`config.mk`:
```
export PLATFORM = sky130hd
export DESIGN_NAME = pipeline_ctrl
export DESIGN_NICKNAME = d
export VERILOG_FILES = /design/src/rtl/pipeline_pkg.sv /design/src/rtl/branch_comparator.sv /design/src/rtl/pipeline_ctrl.sv
export SDC_FILE = /design/constraint.sdc
export NUM_CORES = 1
export LEC_CHECK = 0
export ABC_CLOCK_PERIOD_IN_PS = 4500
export BUFFER_PORTS_ARGS = -buffer_cell sky130_fd_sc_hd__buf_2
export CAP_MARGIN = 20
export CORE_MARGIN = 3
export CORE_UTILIZATION = 23
export DETAILED_ROUTE_END_ITERATION = 8
export GPL_TIMING_DRIVEN = 0
export SLEW_MARGIN = 5
export SYNTH_ARGS = -nofsm -noshare
export SYNTH_HDL_FRONTEND = slang
export SYNTH_HIERARCHICAL = 1
export SYNTH_SLANG_ARGS = --single-unit
```
`constraint.sdc`:
```
create_clock -name clk -period 4.5 [get_ports clk]
set_clock_uncertainty 0.1 [all_clocks]
set_input_delay 0.675 -clock clk [delete_from_list [all_inputs] [get_ports clk]]
set_output_delay 0.675 -clock clk [all_outputs]
set_load 0.01 [all_outputs]
```
`src/rtl/pipeline_pkg.sv`:
```
// pipeline_pkg
// Shared definitions for the pipeline control slice.
//   cmp_op_e          : encoding of the 3-bit compare operation carried by the s0 instruction
//   N_STAGES_DEFAULT  : default number of stages behind s0 (s1..sN)
package pipeline_pkg;

  typedef enum logic [2:0] {
    CMP_FALSE = 3'd0,
    CMP_EQ    = 3'd1,
    CMP_NE    = 3'd2,
    CMP_LT    = 3'd3,
    CMP_GE    = 3'd4,
    CMP_LTU   = 3'd5,
    CMP_GEU   = 3'd6,
    CMP_TRUE  = 3'd7
  } cmp_op_e;

  localparam int N_STAGES_DEFAULT = 3;

endpackage

```
`src/rtl/branch_comparator.sv`:
```
// branch_comparator
// Purely combinational branch condition evaluator.
//   op    in  3     compare operation (cmp_op_e encoding)
//   a, b  in  XLEN  operands
//   taken out 1     condition result
module branch_comparator
  import pipeline_pkg::*;
#(
  parameter int XLEN = 32
) (
  input  logic [2:0]      op,
  input  logic [XLEN-1:0] a,
  input  logic [XLEN-1:0] b,
  output logic            taken
);

  // Decode the operation and evaluate the condition; signed and unsigned
  // orderings share the same operands and differ only in interpretation.
  always_comb begin
    taken = 1'b0;
    case (cmp_op_e'(op))
      CMP_FALSE: taken = 1'b0;
      CMP_EQ:    taken = (a == b);
      CMP_NE:    taken = (a != b);
      CMP_LT:    taken = ($signed(a) <  $signed(b));
      CMP_GE:    taken = ($signed(a) >= $signed(b));
      CMP_LTU:   taken = (a <  b);
      CMP_GEU:   taken = (a >= b);
      CMP_TRUE:  taken = 1'b1;
      default:   taken = 1'b0;
    endcase
  end

endmodule

```
`src/rtl/pipeline_ctrl.sv`:
```
// pipeline_ctrl
// Fetch/issue control for a short in-order pipeline: fetch (si), s0, then
// N_STAGES stages s1..sN. Handles traps, s1 branches, s0 data-dependency
// replays and memory-port holds.
// Inputs : clk, rst (sync, active high), clk_enable, inst_data_si, mc_s0,
//          cmp_op_s0, jump_s0, data_dep, mem_busy_s1, opnd_a, opnd_b,
//          jmp_addr, trap_valid, trap_addr
// Outputs: pc, pc_s0, ret_addr, inst_data_s0, mc_pipe, id_pipe, valid_pipe,
//          branch_taken, squash
module pipeline_ctrl
  import pipeline_pkg::*;
#(
  parameter int              XLEN     = 32,
  parameter int              PC_W     = 30,
  parameter int              MC_W     = 25,
  parameter int              ID_W     = 25,
  parameter int              N_STAGES = N_STAGES_DEFAULT,
  parameter logic [PC_W-1:0] RESET_PC = '0
) (
  input  logic                     clk,
  input  logic                     rst,
  input  logic                     clk_enable,
  input  logic [ID_W-1:0]          inst_data_si,
  input  logic [MC_W-1:0]          mc_s0,
  input  logic [2:0]               cmp_op_s0,
  input  logic                     jump_s0,
  input  logic                     data_dep,
  input  logic                     mem_busy_s1,
  input  logic [XLEN-1:0]          opnd_a,
  input  logic [XLEN-1:0]          opnd_b,
  input  logic [PC_W-1:0]          jmp_addr,
  input  logic                     trap_valid,
  input  logic [PC_W-1:0]          trap_addr,
  output logic [PC_W-1:0]          pc,
  output logic [PC_W-1:0]          pc_s0,
  output logic [PC_W-1:0]          ret_addr,
  output logic [ID_W-1:0]          inst_data_s0,
  output logic [N_STAGES*MC_W-1:0] mc_pipe,
  output logic [N_STAGES*ID_W-1:0] id_pipe,
  output logic [N_STAGES-1:0]      valid_pipe,
  output logic                     branch_taken,
  output logic                     squash
);

  logic [PC_W-1:0]     pc_q, pc_d;
  logic [PC_W-1:0]     pc_si_q, pc_si_d;
  logic [PC_W-1:0]     pc_s0_q, pc_s0_d;
  logic [PC_W-1:0]     pc_s1_q, pc_s1_d;
  logic                v_si_q, v_si_d;
  logic                v_s0_q, v_s0_d;
  logic [ID_W-1:0]     inst_data_s0_q, inst_data_s0_d;
  logic                taken_s1_q, taken_s1_d;
  logic                jump_s1_q, jump_s1_d;
  logic [MC_W-1:0]     mc_q [N_STAGES];
  logic [MC_W-1:0]     mc_d [N_STAGES];
  logic [ID_W-1:0]     id_q [N_STAGES];
  logic [ID_W-1:0]     id_d [N_STAGES];
  logic [N_STAGES-1:0] valid_q, valid_d;

  logic cmp_taken;
  logic replay;
  logic advance_s0;

  branch_comparator #(.XLEN(XLEN)) u_cmp (
    .op    (cmp_op_s0),
    .a     (opnd_a),
    .b     (opnd_b),
    .taken (cmp_taken)
  );

  // Redirect sources. A replay only matters when s0 really holds an
  // instruction; s0 may move into s1 only when nothing redirects it away.
  assign branch_taken = taken_s1_q & jump_s1_q & valid_q[0];
  assign replay       = data_dep & v_s0_q;
  assign squash       = trap_valid | branch_taken | replay;
  assign advance_s0   = v_s0_q & ~data_dep & ~branch_taken & ~trap_valid;

  // Next-state computation. The fetch pc follows a strict priority
  // (trap, branch, replay, hold, increment). Any redirect invalidates the
  // two younger slots; a memory hold only invalidates the slot being
  // fetched this cycle. s0 never stalls: a blocked s0 instruction is
  // refetched instead, so si and s0 always shift forward.
  always_comb begin
    if (trap_valid) begin
      pc_d = trap_addr;
    end else if (branch_taken) begin
      pc_d = jmp_addr;
    end else if (replay) begin
      pc_d = pc_s0_q;
    end else if (mem_busy_s1) begin
      pc_d = pc_q;
    end else begin
      pc_d = pc_q + PC_W'(1);
    end

    pc_si_d        = pc_q;
    v_si_d         = ~(squash | mem_busy_s1);
    pc_s0_d        = pc_si_q;
    v_s0_d         = v_si_q & ~squash;
    inst_data_s0_d = inst_data_si;

    pc_s1_d    = pc_s1_q;
    mc_d[0]    = '0;
    id_d[0]    = '0;
    valid_d    = '0;
    taken_s1_d = 1'b0;
    jump_s1_d  = 1'b0;
    if (advance_s0) begin
      pc_s1_d    = pc_s0_q;
      mc_d[0]    = mc_s0;
      id_d[0]    = inst_data_s0_q;
      valid_d[0] = 1'b1;
      taken_s1_d = cmp_taken;
      jump_s1_d  = jump_s0;
    end

    for (int k = 1; k < N_STAGES; k++) begin
      mc_d[k]    = mc_q[k-1];
      id_d[k]    = id_q[k-1];
      valid_d[k] = valid_q[k-1];
    end
  end

  // State registers. Reset wins over the enable so a frozen pipeline can
  // still be reset; otherwise everything moves only on enabled edges.
  always_ff @(posedge clk) begin
    if (rst) begin
      pc_q           <= RESET_PC;
      pc_si_q        <= '0;
      pc_s0_q        <= '0;
      pc_s1_q        <= '0;
      v_si_q         <= 1'b0;
      v_s0_q         <= 1'b0;
      inst_data_s0_q <= '0;
      taken_s1_q     <= 1'b0;
      jump_s1_q      <= 1'b0;
      valid_q        <= '0;
      for (int k = 0; k < N_STAGES; k++) begin
        mc_q[k] <= '0;
        id_q[k] <= '0;
      end
    end else if (clk_enable) begin
      pc_q           <= pc_d;
      pc_si_q        <= pc_si_d;
      pc_s0_q        <= pc_s0_d;
      pc_s1_q        <= pc_s1_d;
      v_si_q         <= v_si_d;
      v_s0_q         <= v_s0_d;
      inst_data_s0_q <= inst_data_s0_d;
      taken_s1_q     <= taken_s1_d;
      jump_s1_q      <= jump_s1_d;
      valid_q        <= valid_d;
      for (int k = 0; k < N_STAGES; k++) begin
        mc_q[k] <= mc_d[k];
        id_q[k] <= id_d[k];
      end
    end
  end

  // Flatten the per-stage arrays onto the packed output buses, slot k = s(k+1).
  for (genvar k = 0; k < N_STAGES; k++) begin : g_pack
    assign mc_pipe[k*MC_W +: MC_W] = mc_q[k];
    assign id_pipe[k*ID_W +: ID_W] = id_q[k];
  end

  assign valid_pipe   = valid_q;
  assign pc           = pc_q;
  assign pc_s0        = pc_s0_q;
  assign ret_addr     = pc_s1_q;
  assign inst_data_s0 = inst_data_s0_q;

endmodule

```
==> impl_metrics.csv <==
group,metric,value,unit
timing,max_freq,272,MHz
detailed_routing,routedWlPerCell,21.1,um
critical_path,timing.rr.end,"pc[21]",
cts,clock_path_buffers,3,
synthesis,seq_area_frac_synth,56.7,%
critical_path,reg2reg_depth,8,
power,p_total,6800,uW
critical_path,r2r_start,"valid_pipe[0]",
detailed_routing,drcViolationCount,0,
detailed_routing,vias,12000,
cts,clock_latency,540,ps
synthesis,post-synth-top-area-cell,"edfxtp_1",
placed_design,port_buffers,452,
detailed_routing,wl,53700,um
critical_path,r2r_slack,1460,ps
cells_and_area,mostFrequentLayoutCells,"buf_2, dfxtp_1, edfxtp_1",
critical_path,crit_slowest_cell,"clkbuf_1",
die,dieArea,0.0608,mm^2
timing,hold_viol,0,
synthesis,synth-edff-count,150,
timing,worst_pin_slew,1050,ps
min_path,hold-path-endpoint,"jump_s1_q",
global_route,grt_pass1_vias,11700,
detailed_routing,vias_per_cell,4.70,
die,coreArea,0.0568,mm^2
min_path,worstHoldPathType,"primary input to flop",
synthesis,netlist_area,0.0133,mm^2
cells_and_area,final_common_cell,"buf_2",
cells_and_area,fillerInstances,5946,
cells_and_area,layout-drive-gt1-share,30.4,%
detailed_routing,drt.antenna.violating_nets,0,
min_path,whs_path_depth,2,
synthesis,ys.warnings.count,6,
cells_and_area,final_area,0.0178,mm^2
flow_run,maxCapViolCount,0,
cts,cts_setup_buffers,0,
synthesis,synth.distinct_cells,68,
synthesis,synth_seq_cells,302,
critical_path,cp_data_arrival_time,2900,ps
die,io_pins,454,
cts,cts_tree,"built",
timing,finalSetupViolations,0,
detailed_routing,first_pass_iters,5,
die,die_h,247,um
cts,h-tree-depth,2,
timing,drv_slew,0,
min_path,min_from,"jump_s0",
timing,fin_crit,3680,ps
placed_design,gp_congestion,0.907,
outcome,status,"complete, no violations",
power,p_leak,0.00825,uW
critical_path,slowest_delay,610,ps
cells_and_area,area_delta_synth_final,34.0,%
cts,cts_hold_buf,0,
timing,timing.final.crit_share,81.7,%
cts,root_buffer,"clkbuf_16",
critical_path,critPathCaptureType,"primary output",
critical_path,crit_top_cell,"buf_2",
critical_path,path_class,"flop to primary output",
global_route,grt_usage,16.9,%
global_route,antenna_found_initial,4,
global_route,grt_pass1_wl,76500,um
cts,cts_sinks,302,
synthesis,synth_async_sr_flop_share,0,%
synthesis,yosys_most_used_dff,"dfxtp_1",
global_route,overflow,0,
cts,cts_resized,0,
power,power_density,381,mW/mm^2
cells_and_area,final_nets,1978,
critical_path,cp.required,3720,ps
synthesis,synth_area_leaders,"edfxtp_1, dfxtp_1, mux2i_1, and2_1, nor2_1",
synthesis,syn-mean-instance-area,10.5,um^2
timing,slew_headroom,29.9,%
placed_design,place_area,0.0166,mm^2
critical_path,crit_chain,"nand3_1 > inv_1 > clkbuf_1 > buf_2 > buf_2",
synthesis,mappedNetlistNets,1482,
die,die_width,247,um
detailed_routing,drt_iter0_drc,843,
critical_path,startpoint_type,"flop",
power,ir_drop,0.000221,V
synthesis,yosys.area.top_type_share,33.8,%
cts,numCtsBuffers,37,
critical_path,critical_path.max_fanout,10,
die,core.rowCount,87,
die,start_util,23.4,%
cts,cts.clk_slew.worst_paths,50,ps
timing,rsz0062_at_grt,"false",
synthesis,syn_inst,1265,
placed_design,hpwlAfterDp,41700,um
global_route,grt_max_degree,40,
where the power goes:
part	switching, uW	leakage, uW	internal [uW]
clock	1220	0.000590	1800
combinational	414	0.00476	272
sequential	95.0	0.00290	3000
total	1720	0.00825	5070
how the worst max path moves through the flow:
stage             startpoint  slack (ps)           end  cells past startpoint
6_report       valid_pipe[0]         820  branch_taken                      5
5_1_grt        valid_pipe[0]         790  branch_taken                      5
4_1_cts        valid_pipe[0]         890  branch_taken                      5
3_5_place_dp      clk_enable         690   mc_q[0][36]                      7
3_3_place_gp      clk_enable       -1280    mc_q[0][9]                      4
2_1_floorplan     clk_enable         380    id_q[0][0]                      4
layer usage:
layer  vias to the layer above  global-route usage, %  part of all wire [%]
li1                       5520                      -                     -
met3                        88                   3.69                   8.5
met5                         -                      0                 0.024
met4                         2                   5.30                   2.5
met1                      5762                   21.5                    42
met2                       607                   28.3                    47
synth_stat cells (11+ instances only):
master / number
a21oi_1: 72
a211oi_1: 13
ha_1: 33
buf_2: 11
and2_1: 102
inv_1: 44
nand4_1: 16
clkbuf_1: 68
nor2_1: 119
o21ai_0: 32
mux2i_1: 89
edfxtp_1: 150
and3_1: 65
nor3_1: 25
dfxtp_1: 152
nand2_1: 111
nand3_1: 22
critical path: cells and delay by family, from the launching register on:
kind                   cells  cell delay, ps
buffers and inverters      4            1490
flip-flops                 1             470
AND/OR/NAND/NOR            1             400
logic make-up after synthesis:
group	count (synthesis)	synth area share (%)
flip-flops	302	56.7
buffers and inverters	131	3.80
multiplexers	89	6.69
adder cells (fa/ha/maj)	33	3.10
AND/OR/NAND/NOR	502	19.4
AO/OA/AOI/OAI	195	9.52
XOR/XNOR	13	0.855
registers in the layout, indices dropped and copies added, names as in the netlist:
register / flops
id_q: 75
mc_q: 75
pc: 30
pc_s0: 30
pc_s0_d: 30
ret_addr: 30
inst_data_s0: 25
valid_pipe: 3
jump_s1_q: 1
taken_s1_q: 1
v_s0_q: 1
v_si_q: 1
stage by stage:
stage	hold WS (ps)	utilization, %	instances	worst slack (ps)	TNS, ps
after global placement	342	29.1	2473	-1280	-190500
final	278	31.4	2548	824	0
after floorplan	360	-	1265	378	0
after detailed placement	346	29.3	2478	691	0
after CTS	239	31.4	2544	893	0
after global routing	265	31.4	2544	787	0
final cells by class:
class | count | area [um^2] | share of cell area [%]
inverters | 44 | 169 | 0.946
clock buffers | 51 | 1040 | 5.83
multi-input cells | 832 | 5260 | 29.5
flip-flops and latches | 302 | 7550 | 42.3
plain buffers | 87 | 340 | 1.91
repair buffers | 457 | 2360 | 13.2
clock inverters | 15 | 176 | 0.988
well taps | 756 | 946 | 5.30
diodes | 4 | 10.0 | 0.0561
Note: power is estimated with default switching activity, not from simulation.
